$ cat config.mk
export PLATFORM = sky130hd
export DESIGN_NAME = vector_mem_sequencer_flat
export DESIGN_NICKNAME = d
export VERILOG_FILES = /design/src/rtl/vector_mem_sequencer_if.sv /design/src/rtl/vector_mem_sequencer.sv /design/src/flat_wrapper.sv
export SDC_FILE = /design/constraint.sdc
export NUM_CORES = 1
export LEC_CHECK = 0
export CORE_ASPECT_RATIO = 0.7
export CORE_MARGIN = 1.5
export CORE_UTILIZATION = 48
export CTS_CLUSTER_SIZE = 16
export DETAILED_ROUTE_END_ITERATION = 12
export HOLD_SLACK_MARGIN = 0.05
export PLACE_DENSITY = 0.82
export SLEW_MARGIN = 20
export SYNTH_ARGS = -nofsm -noshare
export SYNTH_HDL_FRONTEND = slang
export SYNTH_SLANG_ARGS = --single-unit
$ cat constraint.sdc
create_clock -name clk -period 8.19 [get_ports clk]
set_input_delay 2.457 -clock clk [delete_from_list [all_inputs] [get_ports clk]]
set_output_delay 2.457 -clock clk [all_outputs]
set_load 0.1 [all_outputs]
$ cat src/rtl/vector_mem_sequencer_if.sv
// Decoder-side and data-memory-side signals of the vector memory sequencer.
// The master drives decoded ops and memory responses; the slave is the sequencer.
interface vector_mem_sequencer_if #(
  parameter int LANES  = 4,
  parameter int ADDR_W = 32,
  parameter int DATA_W = 32
);
  localparam int IDX_W = $clog2(LANES);

  logic                    issue;
  logic                    mem_load_enable;
  logic                    mem_write_enable;
  logic                    vector;
  logic [1:0]              addr_mode;
  logic [ADDR_W-1:0]       imm_addr;
  logic [ADDR_W-1:0]       reg_addr_value;
  logic [3:0]              reg_write_address;
  logic [LANES*DATA_W-1:0] store_data;
  logic                    mem_ready;
  logic [DATA_W-1:0]       mem_rdata;

  logic                    stall;
  logic [ADDR_W-1:0]       mem_addr;
  logic                    mem_re;
  logic                    mem_we;
  logic [DATA_W-1:0]       mem_wdata;
  logic [LANES-1:0]        lane_we;
  logic [DATA_W-1:0]       lane_wdata;
  logic [3:0]              lane_waddr;
  logic [IDX_W-1:0]        lane_index;
  logic                    done;
  logic                    err;

  modport master (
    output issue, mem_load_enable, mem_write_enable, vector, addr_mode,
           imm_addr, reg_addr_value, reg_write_address, store_data,
           mem_ready, mem_rdata,
    input  stall, mem_addr, mem_re, mem_we, mem_wdata, lane_we, lane_wdata,
           lane_waddr, lane_index, done, err
  );

  modport slave (
    input  issue, mem_load_enable, mem_write_enable, vector, addr_mode,
           imm_addr, reg_addr_value, reg_write_address, store_data,
           mem_ready, mem_rdata,
    output stall, mem_addr, mem_re, mem_we, mem_wdata, lane_we, lane_wdata,
           lane_waddr, lane_index, done, err
  );
endinterface

$ cat src/rtl/vector_mem_sequencer.sv
// Sequences the single-word data-memory port for decoded SIMD memory ops:
// lane-serial ops step over every lane, broadcast ops do one access.
module vector_mem_sequencer #(
  parameter int LANES  = 4,
  parameter int ADDR_W = 32,
  parameter int DATA_W = 32
) (
  input logic                  clk,
  input logic                  reset,
  vector_mem_sequencer_if.slave bus
);
  localparam int IDX_W = $clog2(LANES);

  typedef enum logic [1:0] {IDLE, SEQ, BCAST, DONE} state_t;

  state_t                  state_q, state_d;
  logic [IDX_W-1:0]        counter_q, counter_d;
  logic [ADDR_W-1:0]       base_q, base_d;
  logic                    load_q, load_d;
  logic [3:0]              waddr_q, waddr_d;
  logic [LANES*DATA_W-1:0] store_q, store_d;
  logic                    err_q, err_d;

  logic                    op_one;
  logic                    accept;
  logic                    reject;
  logic [ADDR_W-1:0]       issue_base;

  always_ff @(posedge clk or posedge reset) begin
    if (reset) begin
      state_q   <= IDLE;
      counter_q <= '0;
      base_q    <= '0;
      load_q    <= 1'b0;
      waddr_q   <= '0;
      store_q   <= '0;
      err_q     <= 1'b0;
    end else begin
      state_q   <= state_d;
      counter_q <= counter_d;
      base_q    <= base_d;
      load_q    <= load_d;
      waddr_q   <= waddr_d;
      store_q   <= store_d;
      err_q     <= err_d;
    end
  end

  always_comb begin
    op_one = bus.mem_load_enable ^ bus.mem_write_enable;
    accept = bus.issue && op_one && (bus.addr_mode != 2'b00);
    reject = bus.issue && ((bus.mem_load_enable && bus.mem_write_enable) ||
                           (op_one && (bus.addr_mode == 2'b00)));
    case (bus.addr_mode)
      2'b01:   issue_base = bus.imm_addr;
      2'b10:   issue_base = bus.reg_addr_value;
      2'b11:   issue_base = bus.reg_addr_value + bus.imm_addr;
      default: issue_base = '0;
    endcase
  end

  always_comb begin
    state_d   = state_q;
    counter_d = counter_q;
    base_d    = base_q;
    load_d    = load_q;
    waddr_d   = waddr_q;
    store_d   = store_q;
    err_d     = 1'b0;

    bus.mem_addr   = '0;
    bus.mem_re     = 1'b0;
    bus.mem_we     = 1'b0;
    bus.mem_wdata  = '0;
    bus.lane_we    = '0;
    bus.done       = 1'b0;
    bus.stall      = 1'b0;

    case (state_q)
      IDLE: begin
        if (accept) begin
          base_d    = issue_base;
          load_d    = bus.mem_load_enable;
          waddr_d   = bus.reg_write_address;
          store_d   = bus.store_data;
          counter_d = '0;
          state_d   = bus.vector ? BCAST : SEQ;
          bus.stall = 1'b1;
        end else if (reject) begin
          err_d = 1'b1;
        end
      end

      SEQ: begin
        bus.stall     = 1'b1;
        bus.mem_addr  = base_q + ADDR_W'(counter_q);
        bus.mem_re    = load_q;
        bus.mem_we    = !load_q;
        bus.mem_wdata = store_q[int'(counter_q)*DATA_W +: DATA_W];
        // Counter and lane_we only move on a completed access; everything else holds.
        if (bus.mem_ready) begin
          if (load_q) bus.lane_we = LANES'(1) << counter_q;
          if (counter_q == IDX_W'(LANES-1)) begin
            counter_d = '0;
            state_d   = DONE;
          end else begin
            counter_d = counter_q + 1'b1;
          end
        end
      end

      BCAST: begin
        bus.stall     = 1'b1;
        bus.mem_addr  = base_q;
        bus.mem_re    = load_q;
        bus.mem_we    = !load_q;
        bus.mem_wdata = store_q[DATA_W-1:0];
        if (bus.mem_ready) begin
          if (load_q) bus.lane_we = '1;
          state_d = DONE;
        end
      end

      DONE: begin
        bus.done = 1'b1;
        state_d  = IDLE;
      end

      default: state_d = IDLE;
    endcase
  end

  assign bus.lane_wdata = bus.mem_rdata;
  assign bus.lane_waddr = waddr_q;
  assign bus.lane_index = counter_q;
  assign bus.err        = err_q;
endmodule

$ cat src/flat_wrapper.sv
// flat-port wrapper written by rule: the top's interface ports become plain ports
module vector_mem_sequencer_flat 
#(
  parameter int LANES  = 4,
  parameter int ADDR_W = 32,
  parameter int DATA_W = 32
)
  (clk, reset, bus_issue, bus_mem_load_enable, bus_mem_write_enable, bus_vector, bus_addr_mode, bus_imm_addr, bus_reg_addr_value, bus_reg_write_address, bus_store_data, bus_mem_ready, bus_mem_rdata, bus_stall, bus_mem_addr, bus_mem_re, bus_mem_we, bus_mem_wdata, bus_lane_we, bus_lane_wdata, bus_lane_waddr, bus_lane_index, bus_done, bus_err);
  vector_mem_sequencer_if #(.LANES(LANES), .ADDR_W(ADDR_W), .DATA_W(DATA_W)) bus_i ();
  input logic clk;
  input logic reset;
  input wire logic [$bits(bus_i.issue)-1:0] bus_issue;
  input wire logic [$bits(bus_i.mem_load_enable)-1:0] bus_mem_load_enable;
  input wire logic [$bits(bus_i.mem_write_enable)-1:0] bus_mem_write_enable;
  input wire logic [$bits(bus_i.vector)-1:0] bus_vector;
  input wire logic [$bits(bus_i.addr_mode)-1:0] bus_addr_mode;
  input wire logic [$bits(bus_i.imm_addr)-1:0] bus_imm_addr;
  input wire logic [$bits(bus_i.reg_addr_value)-1:0] bus_reg_addr_value;
  input wire logic [$bits(bus_i.reg_write_address)-1:0] bus_reg_write_address;
  input wire logic [$bits(bus_i.store_data)-1:0] bus_store_data;
  input wire logic [$bits(bus_i.mem_ready)-1:0] bus_mem_ready;
  input wire logic [$bits(bus_i.mem_rdata)-1:0] bus_mem_rdata;
  output wire logic [$bits(bus_i.stall)-1:0] bus_stall;
  output wire logic [$bits(bus_i.mem_addr)-1:0] bus_mem_addr;
  output wire logic [$bits(bus_i.mem_re)-1:0] bus_mem_re;
  output wire logic [$bits(bus_i.mem_we)-1:0] bus_mem_we;
  output wire logic [$bits(bus_i.mem_wdata)-1:0] bus_mem_wdata;
  output wire logic [$bits(bus_i.lane_we)-1:0] bus_lane_we;
  output wire logic [$bits(bus_i.lane_wdata)-1:0] bus_lane_wdata;
  output wire logic [$bits(bus_i.lane_waddr)-1:0] bus_lane_waddr;
  output wire logic [$bits(bus_i.lane_index)-1:0] bus_lane_index;
  output wire logic [$bits(bus_i.done)-1:0] bus_done;
  output wire logic [$bits(bus_i.err)-1:0] bus_err;
  assign bus_i.issue = bus_issue;
  assign bus_i.mem_load_enable = bus_mem_load_enable;
  assign bus_i.mem_write_enable = bus_mem_write_enable;
  assign bus_i.vector = bus_vector;
  assign bus_i.addr_mode = bus_addr_mode;
  assign bus_i.imm_addr = bus_imm_addr;
  assign bus_i.reg_addr_value = bus_reg_addr_value;
  assign bus_i.reg_write_address = bus_reg_write_address;
  assign bus_i.store_data = bus_store_data;
  assign bus_i.mem_ready = bus_mem_ready;
  assign bus_i.mem_rdata = bus_mem_rdata;
  assign bus_stall = bus_i.stall;
  assign bus_mem_addr = bus_i.mem_addr;
  assign bus_mem_re = bus_i.mem_re;
  assign bus_mem_we = bus_i.mem_we;
  assign bus_mem_wdata = bus_i.mem_wdata;
  assign bus_lane_we = bus_i.lane_we;
  assign bus_lane_wdata = bus_i.lane_wdata;
  assign bus_lane_waddr = bus_i.lane_waddr;
  assign bus_lane_index = bus_i.lane_index;
  assign bus_done = bus_i.done;
  assign bus_err = bus_i.err;
  vector_mem_sequencer #(.LANES(LANES), .ADDR_W(ADDR_W), .DATA_W(DATA_W)) u_core (.clk(clk), .reset(reset), .bus(bus_i));
endmodule
* Word-level counts from Yosys, hierarchy flattened
Index checks and enable logic that the tools add are counted.
** Storage, ports and cells
- Register bits after elaboration :: 170
- Input port bits :: 237
- Output and inout bits :: 111
- Logic and storage cells :: 65
** Cells by class
- Add/sub/neg operators :: 3
- Eq/ne operators :: 11
- Shift-type cells :: 2
- Muxes and demuxes :: 26
- Bitwise operators :: 1
- Reduce and logical (&&, ||, !) cells :: 15
** Operators with widths (count)
- one-hot mux 32 bit (2 select lines) :: 2
- variable part select 128 x 8 -> 32 bit :: 1
- one-hot mux 32 bit (3 select lines) :: 1
- adder 32 x 2 -> 32 bit :: 1
- adder 32 bit :: 1
- 2-to-1 mux 2 bit :: 8
- 2-to-1 mux 4 bit :: 4
- == test 2 bit (second input constant) :: 5
- one-hot mux 2 bit (4 select lines) :: 1
- one-hot mux 4 bit (2 select lines) :: 1
- 2-to-1 mux 1 bit :: 7
- logical AND 1 bit :: 5
- == test 2 x 1 -> 1 bit (second input constant) :: 2
- zero test 2 bit :: 2
- != test 2 x 1 -> 1 bit (second input constant) :: 2
- != test 2 bit (second input constant) :: 2
- one-hot mux 2 bit (2 select lines) :: 1
- AND reduction 4 bit :: 1
- nonzero test 2 bit :: 2
- left shift 1 x 2 -> 4 bit (first input constant) :: 1
- AND reduction 3 bit :: 1
- adder 2 x 1 -> 2 bit (second input constant) :: 1
- one-hot mux 1 bit (2 select lines) :: 1
- AND reduction 2 bit :: 1
- 4 further kinds :: 4

* Logic depth before layout (Yosys ltp)
Gate-level depths: netlist (run 1).
- Word-level depth :: 7
- Gate-level depth with buffers :: 10
- Gate-level depth less buffers :: 10

* Worst setup path before layout (run 1)
No wires, ideal clock.
- Kind :: register to output
- Start :: register u_core.counter_q[0], in the netlist u_core.bus.lane_index[0]
- End :: output bus_mem_addr[30]
- Arrival time :: 5569 ps
- Required time :: 5733 ps
- Path slack :: 164 ps
- Cell stages (with the launch flop) :: 9
- Path buffers :: 0
- Path through :: dfrtp_1 > ha_1 > fa_1 > nand3_1 > nor4_2 > nand4_1 > nor2_1 > nand3_1 > o41ai_1
** Between the ends
- Word-level cells in the longest chain between the ends :: 2
** Ends and longest elaborated chain
- from (decl) :: RTL line vector_mem_sequencer.sv:17 : logic [IDX_W-1:0] counter_q, counter_d;
- from (signal assigned) :: RTL line vector_mem_sequencer.sv:40 : counter_q <= counter_d;
- adder 32 x 2 -> 32 bit :: RTL line vector_mem_sequencer.sv:96 : bus.mem_addr = base_q + ADDR_W'(counter_q);
- one-hot mux 32 bit (2 select lines) :: RTL line vector_mem_sequencer.sv:79 : case (state_q)
- to (decl) :: RTL line flat_wrapper.sv:24 : output wire logic [$bits(bus_i.mem_addr)-1:0] bus_mem_addr;
Every way passes these cells.

* Worst setup path after layout (run 1)
- Start :: register u_core.base_q[0]
- End :: output bus_mem_addr[30]
** Between the ends
- Word-level cells in the longest chain between the ends :: 2
** Ends and longest elaborated chain
- from (decl) :: RTL line vector_mem_sequencer.sv:18 : logic [ADDR_W-1:0] base_q, base_d;
- from (signal assigned) :: RTL line vector_mem_sequencer.sv:41 : base_q <= base_d;
- adder 32 x 2 -> 32 bit :: RTL line vector_mem_sequencer.sv:96
- one-hot mux 32 bit (2 select lines) :: RTL line vector_mem_sequencer.sv:79
Every way passes these cells.

==> results of run 1 <==
## cell usage in the layout, fill, tap and decap left out, drive strengths merged, types with 6 or more instances in the layout
| cell type | count |
|---|---|
| a21o | 11 |
| inv | 19 |
| nand2 | 468 |
| ha | 42 |
| a21oi | 83 |
| clkdlybuf4s50 | 278 |
| xor2 | 12 |
| nor3 | 13 |
| nor2b | 9 |
| nor2 | 116 |
| o22ai | 16 |
| nor4 | 6 |
| buf | 17 |
| dfrtp | 170 |
| xnor2 | 18 |
| mux4 | 32 |
| a31oi | 15 |
| mux2 | 6 |
| o31ai | 11 |
| nand3 | 30 |
| o21ai | 50 |
| a22oi | 40 |
| o211ai | 6 |
| a221oi | 18 |
| and3 | 6 |
| o21a | 13 |
| nand4 | 11 |
| clkbuf | 23 |
## layout make-up
| cell class | count | area [um^2] |
|---|---|---|
| antenna | 2 | 5.00 |
| clock buffer | 23 | 488 |
| clock inverter | 9 | 135 |
| fill | 1929 | 8180 |
| inverter | 18 | 72.6 |
| multi-input combinational | 1095 | 6450 |
| sequential | 170 | 4260 |
| tap | 312 | 390 |
| timing repair buffer | 295 | 2940 |
## registers in the layout, indices dropped and copies added, names as in the netlist
register,count
u_core.load_q,1
u_core.bus.err,1
u_core.store_q,128
u_core.state_q,2
u_core.base_q,32
u_core.bus.lane_waddr,4
u_core.bus.lane_index,2
## path summary, 6_finish.rpt
| kind | slack (ps) | end | from |
|---|---|---|---|
| min in group asynchronous | 2600 | u_core.base_q[3] | reset |
| max in group asynchronous | 4060 | u_core.store_q[39] | reset |
| worst max register to register | 5090 | u_core.store_q[45] | u_core.state_q[0] |
| worst min-delay path | 470 | u_core.store_q[84] | u_core.store_q[84] |
| worst max-delay path | 1400 | bus_mem_addr[30] | u_core.base_q[0] |
| worst min register to register | 470 | u_core.store_q[84] | u_core.store_q[84] |
## cells in the mapped netlist, drive strengths merged, types with 6 or more instances
master  count  area share, %
o21a       13           0.86
nor2      116            3.8
nand2     468             15
o211ai      6           0.40
clkbuf     70            2.3
nor2b       9           0.50
ha         42            4.6
dfrtp     170             37
xor2       12           0.93
inv        18           0.60
nor3       13           0.57
nand4      11           0.61
nor4        6           0.44
o22ai      16           0.88
a21o       11           0.74
buf        55            3.0
nand3      30            1.3
o21ai      50            2.3
mux4       32            6.4
a22oi      40            2.6
a21oi      83            3.8
mux2        6           0.60
and3        6           0.33
xnor2      18            1.4
a221oi     18            1.4
o31ai      11           0.73
a31oi      15           0.96
## power breakdown
| group | switching [mW] | internal [mW] |
|---|---|---|
| Sequential | 0.331 | 1.26 |
| Clock | 0.336 | 0.514 |
| Combinational | 2.48 | 1.06 |
## cells by family after synthesis
family / Yosys count / share of synthesized area, %
adders and majority gates: 44 / 4.98
xor gates and xnor gates: 30 / 2.32
AOI/OAI and AO/OA: 299 / 17.7
DFF: 170 / 37.5
muxes: 41 / 7.21
buffers and inverters: 143 / 5.92
and+or+nand+nor: 681 / 24.4
## critical path: cells and delay by family (launching register included)
kind / cells / cell delay (ps)
buffers and inverters: 1 / 1200
flip-flops: 1 / 380
AND/OR/NAND/NOR: 5 / 1590
adder cells (fa/ha/maj): 2 / 460
AO/OA/AOI/OAI: 1 / 270
## layer usage
layer | track usage (%) | vias to the layer above
met5 | 0 | -
met4 | 9.99 | 0
met3 | 5.88 | 65
met2 | 42.6 | 576
met1 | 41.7 | 5363
li1 | - | 5249
==> flow_summary.json, run 1 <==
{
  "outcome": "complete, no violations",
  "syn_area_per_cell_um2": 8.06,
  "synth_cell_type_count": 65,
  "yosysSeqAreaShare_pct": 37.5,
  "period_needed_ps": 6790,
  "grt_pass1_wl_mm": 56.1,
  "worstMarginPinSlew_ps": 1040,
  "start_util_pct": 49.5,
  "portBuffers": 283,
  "start_kind": "flop",
  "clockBufferDepth": 2,
  "max_cap_violations": 0,
  "dpl.cell_count": 1890,
  "die_w_um": 187,
  "syn_area_um2": 11300,
  "hold_depth": 2,
  "crit_arrival_ps": 4330,
  "setup_tns_ps": 0,
  "place_ws_ps": 1520,
  "numCtsBuffers": 17,
  "antenna_found_initial": 2,
  "slew_viol_final": 0,
  "grt_pass1_vias": 10656,
  "num_vias": 11253,
  "coreArea_um2": 22900,
  "setup_slack_ps": 1400,
  "total_power_mw": 5.98,
  "drive_above_1_share_pct": 6.65,
  "clkTransAtPathRegs_ps": 60,
  "p_leak_nw": 6.44,
  "grt_start_max_net_pins": 177,
  "synth_edf_count": 0,
  "fin_skew_ps": 5.99,
  "top_layer": "met4",
  "critPathMostFrequentCell": "nand3_1",
  "drtIter0Drc": 1088,
  "ctsResizeCount": 0,
  "place_congestion": 0.939,
  "worstPathCellList": "ha_1 > fa_1 > nand3_1 > nor4_2 > nand4_1 > nor2_1 > nand3_1 > o41ai_1 > clkdlybuf4s50_1",
  "cts_hold_buf": 0,
  "ant_nets": 0,
  "powerDensity_nw_per_um2": 406,
  "dr_wl_met3_mm": 3.09,
  "insertion_delay_ps": 430,
  "relSlewSlack_pct": 30.6,
  "synth_seq_cells": 170,
  "cts.sinks": 170,
  "worstPathMaxFanout": 6,
  "drc": 0,
  "async_flop_share_pct": 100,
  "nets": 1878,
  "viasPerCell": 5.85,
  "fmax_ghz": 0.147,
  "fin_cells": 1924,
  "die_area_um2": 24600,
  "wl_met2_mm": 15.6,
  "areaGrowthSynthToFinish_pct": 29.8,
  "peakVddDrop_uv": 544,
  "hp-class": "reg2reg",
  "post_cts_buffers": 0,
  "ios": 348,
  "design_area_um2": 14700,
  "final_util_pct": 64.3,
  "gr-total-overflow": 0,
  "row_count": 46,
  "end_kind": "output port",
  "critPathRequiredTime_ps": 5730,
  "critPathSlowestCell": "clkdlybuf4s50_1",
  "fin_crit_sh_pct": 82.9,
  "hpwlAfterDp_mm": 24.9,
  "drt-total-wl_mm": 35.8,
  "synth_ff_type": "dfrtp_1",
  "setup_viol_count_final": 0,
  "wire_per_inst_um": 18.6,
  "die_y_um": 132,
  "synthCells": 1408,
  "yosys_warnings": 0,
  "cts_tree": "built",
  "dpl_cell_area_um2": 14100,
  "grt_usage_pct": 28.8,
  "wl_met1_mm": 16.2,
  "rsz0062_at_grt": "false",
  "max_stage_delay_ps": 1200,
  "hold_viol_final": 0,
  "syn_nets": 1689,
  "reg2regPathDepth": 8,
  "cts-root-buf": "clkbuf_16",
  "htree_levels": 4,
  "hold_ws_ps": 472,
  "drt_first_pass_iters": 7,
  "critPathKind": "reg2out"
}
Power figures use the tool's default switching activity.
==> run 2: changes to the inputs <==
clock period = 6.8 ns   (was 8.19 ns; I/O delays follow)
==> run 2 against run 1 <==
Against the previous run:
- worst hold slack about the same
- via count down 0.54%
- routed wire length up 2.1%
- register-to-register slack worse by 1200 ps
- clock power up 12%
- cell count up 0.10%
- combinational power up 20%
==> flow_summary.json, run 2 (same netlist as run 1, synthesis figures left out) <==
{
  "r2r-start": "u_core.state_q[0]",
  "p_leak_nw": 6.47,
  "num_vias": 11192,
  "sw_frac_of_total_pct": 53.6,
  "place_congestion": 0.916,
  "die_area_um2": 24600,
  "start_kind": "flop",
  "ant_nets": 0,
  "drtIter0Drc": 1210,
  "hold_viol_final": 0,
  "largest_reg_flops": 128,
  "max_stage_delay_ps": 670,
  "design_area_um2": 14700,
  "rsz0062_at_grt": "false",
  "diodes": 0,
  "fillers": 1898,
  "holdPathEnd": "u_core.store_q[36]",
  "pwr-share-clk_pct": 13.3,
  "internal_power_mw": 3.32,
  "drive_above_1_share_pct": 8.18,
  "final_common_cell": "nand2_1",
  "fin_skew_ps": 10.6,
  "rrSetupSlack_ps": 3860,
  "most-common-layout-cells": "nand2_1, clkdlybuf4s50_1, dfrtp_1, nor2_1, a21oi_1",
  "critPathKind": "reg2out",
  "dpl_cell_area_um2": 14100,
  "peakVddDrop_uv": 651,
  "numCtsBuffers": 17,
  "areaGrowthSynthToFinish_pct": 29.3,
  "regMostFlops": "u_core.store_q",
  "grt_pass1_wl_mm": 57.7,
  "hp-class": "reg2reg",
  "nets": 1882,
  "die_w_um": 187,
  "coreArea_um2": 22900,
  "p_seq_share_pct": 27.0,
  "htree_levels": 4,
  "critPathRequiredTime_ps": 4760,
  "dpl.cell_count": 1894,
  "antenna_found_initial": 0,
  "r2r_end": "u_core.base_q[25]",
  "relSlewSlack_pct": 27.1,
  "grt_usage_pct": 29.5,
  "insertion_delay_ps": 420,
  "power_frac_comb_pct": 59.7,
  "fin_cells": 1926,
  "p_switching_mw": 3.83,
  "reg2regPathDepth": 7,
  "dr_wl_met3_mm": 2.92,
  "crit_arrival_ps": 3940,
  "wire_per_inst_um": 19.0,
  "portBuffers": 283,
  "drt-total-wl_mm": 36.6,
  "top_layer": "met4",
  "ctsResizeCount": 0,
  "powerDensity_nw_per_um2": 487,
  "viasPerCell": 5.81,
  "clkTransAtPathRegs_ps": 60,
  "fmax_ghz": 0.167,
  "hp-start": "u_core.store_q[36]",
  "wl_met1_mm": 16.7,
  "hold_depth": 2,
  "slew_viol_final": 0,
  "total_power_mw": 7.14,
  "die_y_um": 132,
  "fin_crit_sh_pct": 87.9,
  "setup_tns_ps": 0,
  "worstPathCellList": "buf_4 > fa_1 > nand3_1 > nor4_2 > nand4_1 > nor2_1 > nand3_1 > o31ai_1 > buf_4",
  "period_needed_ps": 5980,
  "grt_start_max_net_pins": 108,
  "worstPathMaxFanout": 38,
  "gr-total-overflow": 0,
  "cts_tree": "built",
  "ios": 348,
  "cts.sinks": 170,
  "drc": 0,
  "wl_met2_mm": 16.2,
  "post_cts_buffers": 0,
  "outcome": "complete, no violations",
  "worstMarginPinSlew_ps": 1090,
  "max_cap_violations": 0,
  "row_count": 46,
  "drt_first_pass_iters": 5,
  "end_kind": "output port",
  "critPathSlowestCell": "nor4_2",
  "hpwlAfterDp_mm": 25.7,
  "setup_viol_count_final": 0,
  "start_util_pct": 49.5,
  "cts_hold_buf": 0,
  "cts-root-buf": "clkbuf_16",
  "grt_pass1_vias": 10681,
  "clockBufferDepth": 2
}
==> run 2: cell count changes in the layout (fill, tap and decap cells not counted) <==
cell	change
buf_4	+23
clkdlybuf4s50_1	-18
clkinv_4	+3
bufinv_16	-2
clkbuf_1	-2
clkinvlp_4	+2
diode_2	-2
o41ai_1	-2
o41ai_2	+2
buf_12	-1
clkbuf_8	-1
nor2b_1	+1
nor2b_2	-1
==> run 2: per-layer routing <==
metal / GRT usage [%] / vias to the layer above
met5: 0 / -
met4: 8.74 / 0
met3: 5.96 / 64
met2: 44.2 / 522
met1: 43.0 / 5359
li1: - / 5247
==> run 2: power by group through the flow <==
stage / registers, mW / logic, mW / clock network (mW)
floorplan: 1.92 / 3.21 / 0
global placement: 1.88 / 4.17 / 0
detailed placement: 1.92 / 4.23 / 0
CTS: 1.91 / 4.26 / 0.969
global route: 1.99 / 4.52 / 1.01
finish: 1.93 / 4.26 / 0.953
==> run 2: worst max-delay path by stage <==
stage | from | slack [ps] | cells after the start | end
2_1_floorplan | u_core.bus.lane_index[0] | -40 | 8 | bus_mem_addr[28]
3_3_place_gp | bus_mem_load_enable | 1030 | 6 | bus_stall
3_5_place_dp | bus_mem_load_enable | 1020 | 6 | bus_stall
4_1_cts | u_core.bus.lane_index[1] | 860 | 9 | bus_mem_addr[30]
5_1_grt | u_core.bus.lane_index[1] | 560 | 9 | bus_mem_addr[30]
6_report | u_core.bus.lane_index[1] | 820 | 9 | bus_mem_addr[28]
==> run 2: through the flow <==
step	utilization (%)	hold slack (ps)	setup slack (ps)
5_1_grt	64.0	489	564
2_1_floorplan	-	440	-42.6
4_1_cts	64.0	474	861
3_3_place_gp	61.5	452	1030
6_report	64.0	471	822
3_5_place_dp	61.5	458	1020
==> run 2: final cells by class <==
cell class                 instances  area [um^2]  share of cell area (%)
timing repair buffer             299         2910                    19.8
clock buffer                      20          467                    3.18
tap                              312          390                    2.66
inverter                          18         72.6                   0.495
sequential                       170         4260                    29.0
multi-input combinational       1095         6460                    44.0
clock inverter                    12          116                   0.793
==> run 2: worst max-delay path, delay by kind of cell (launching register included) <==
kind | cells | cell delay [ps]
AO/OA/AOI/OAI | 1 | 260
adder cells (fa/ha/maj) | 1 | 370
flip-flops | 1 | 370
buffers and inverters | 2 | 900
AND/OR/NAND/NOR | 5 | 1610
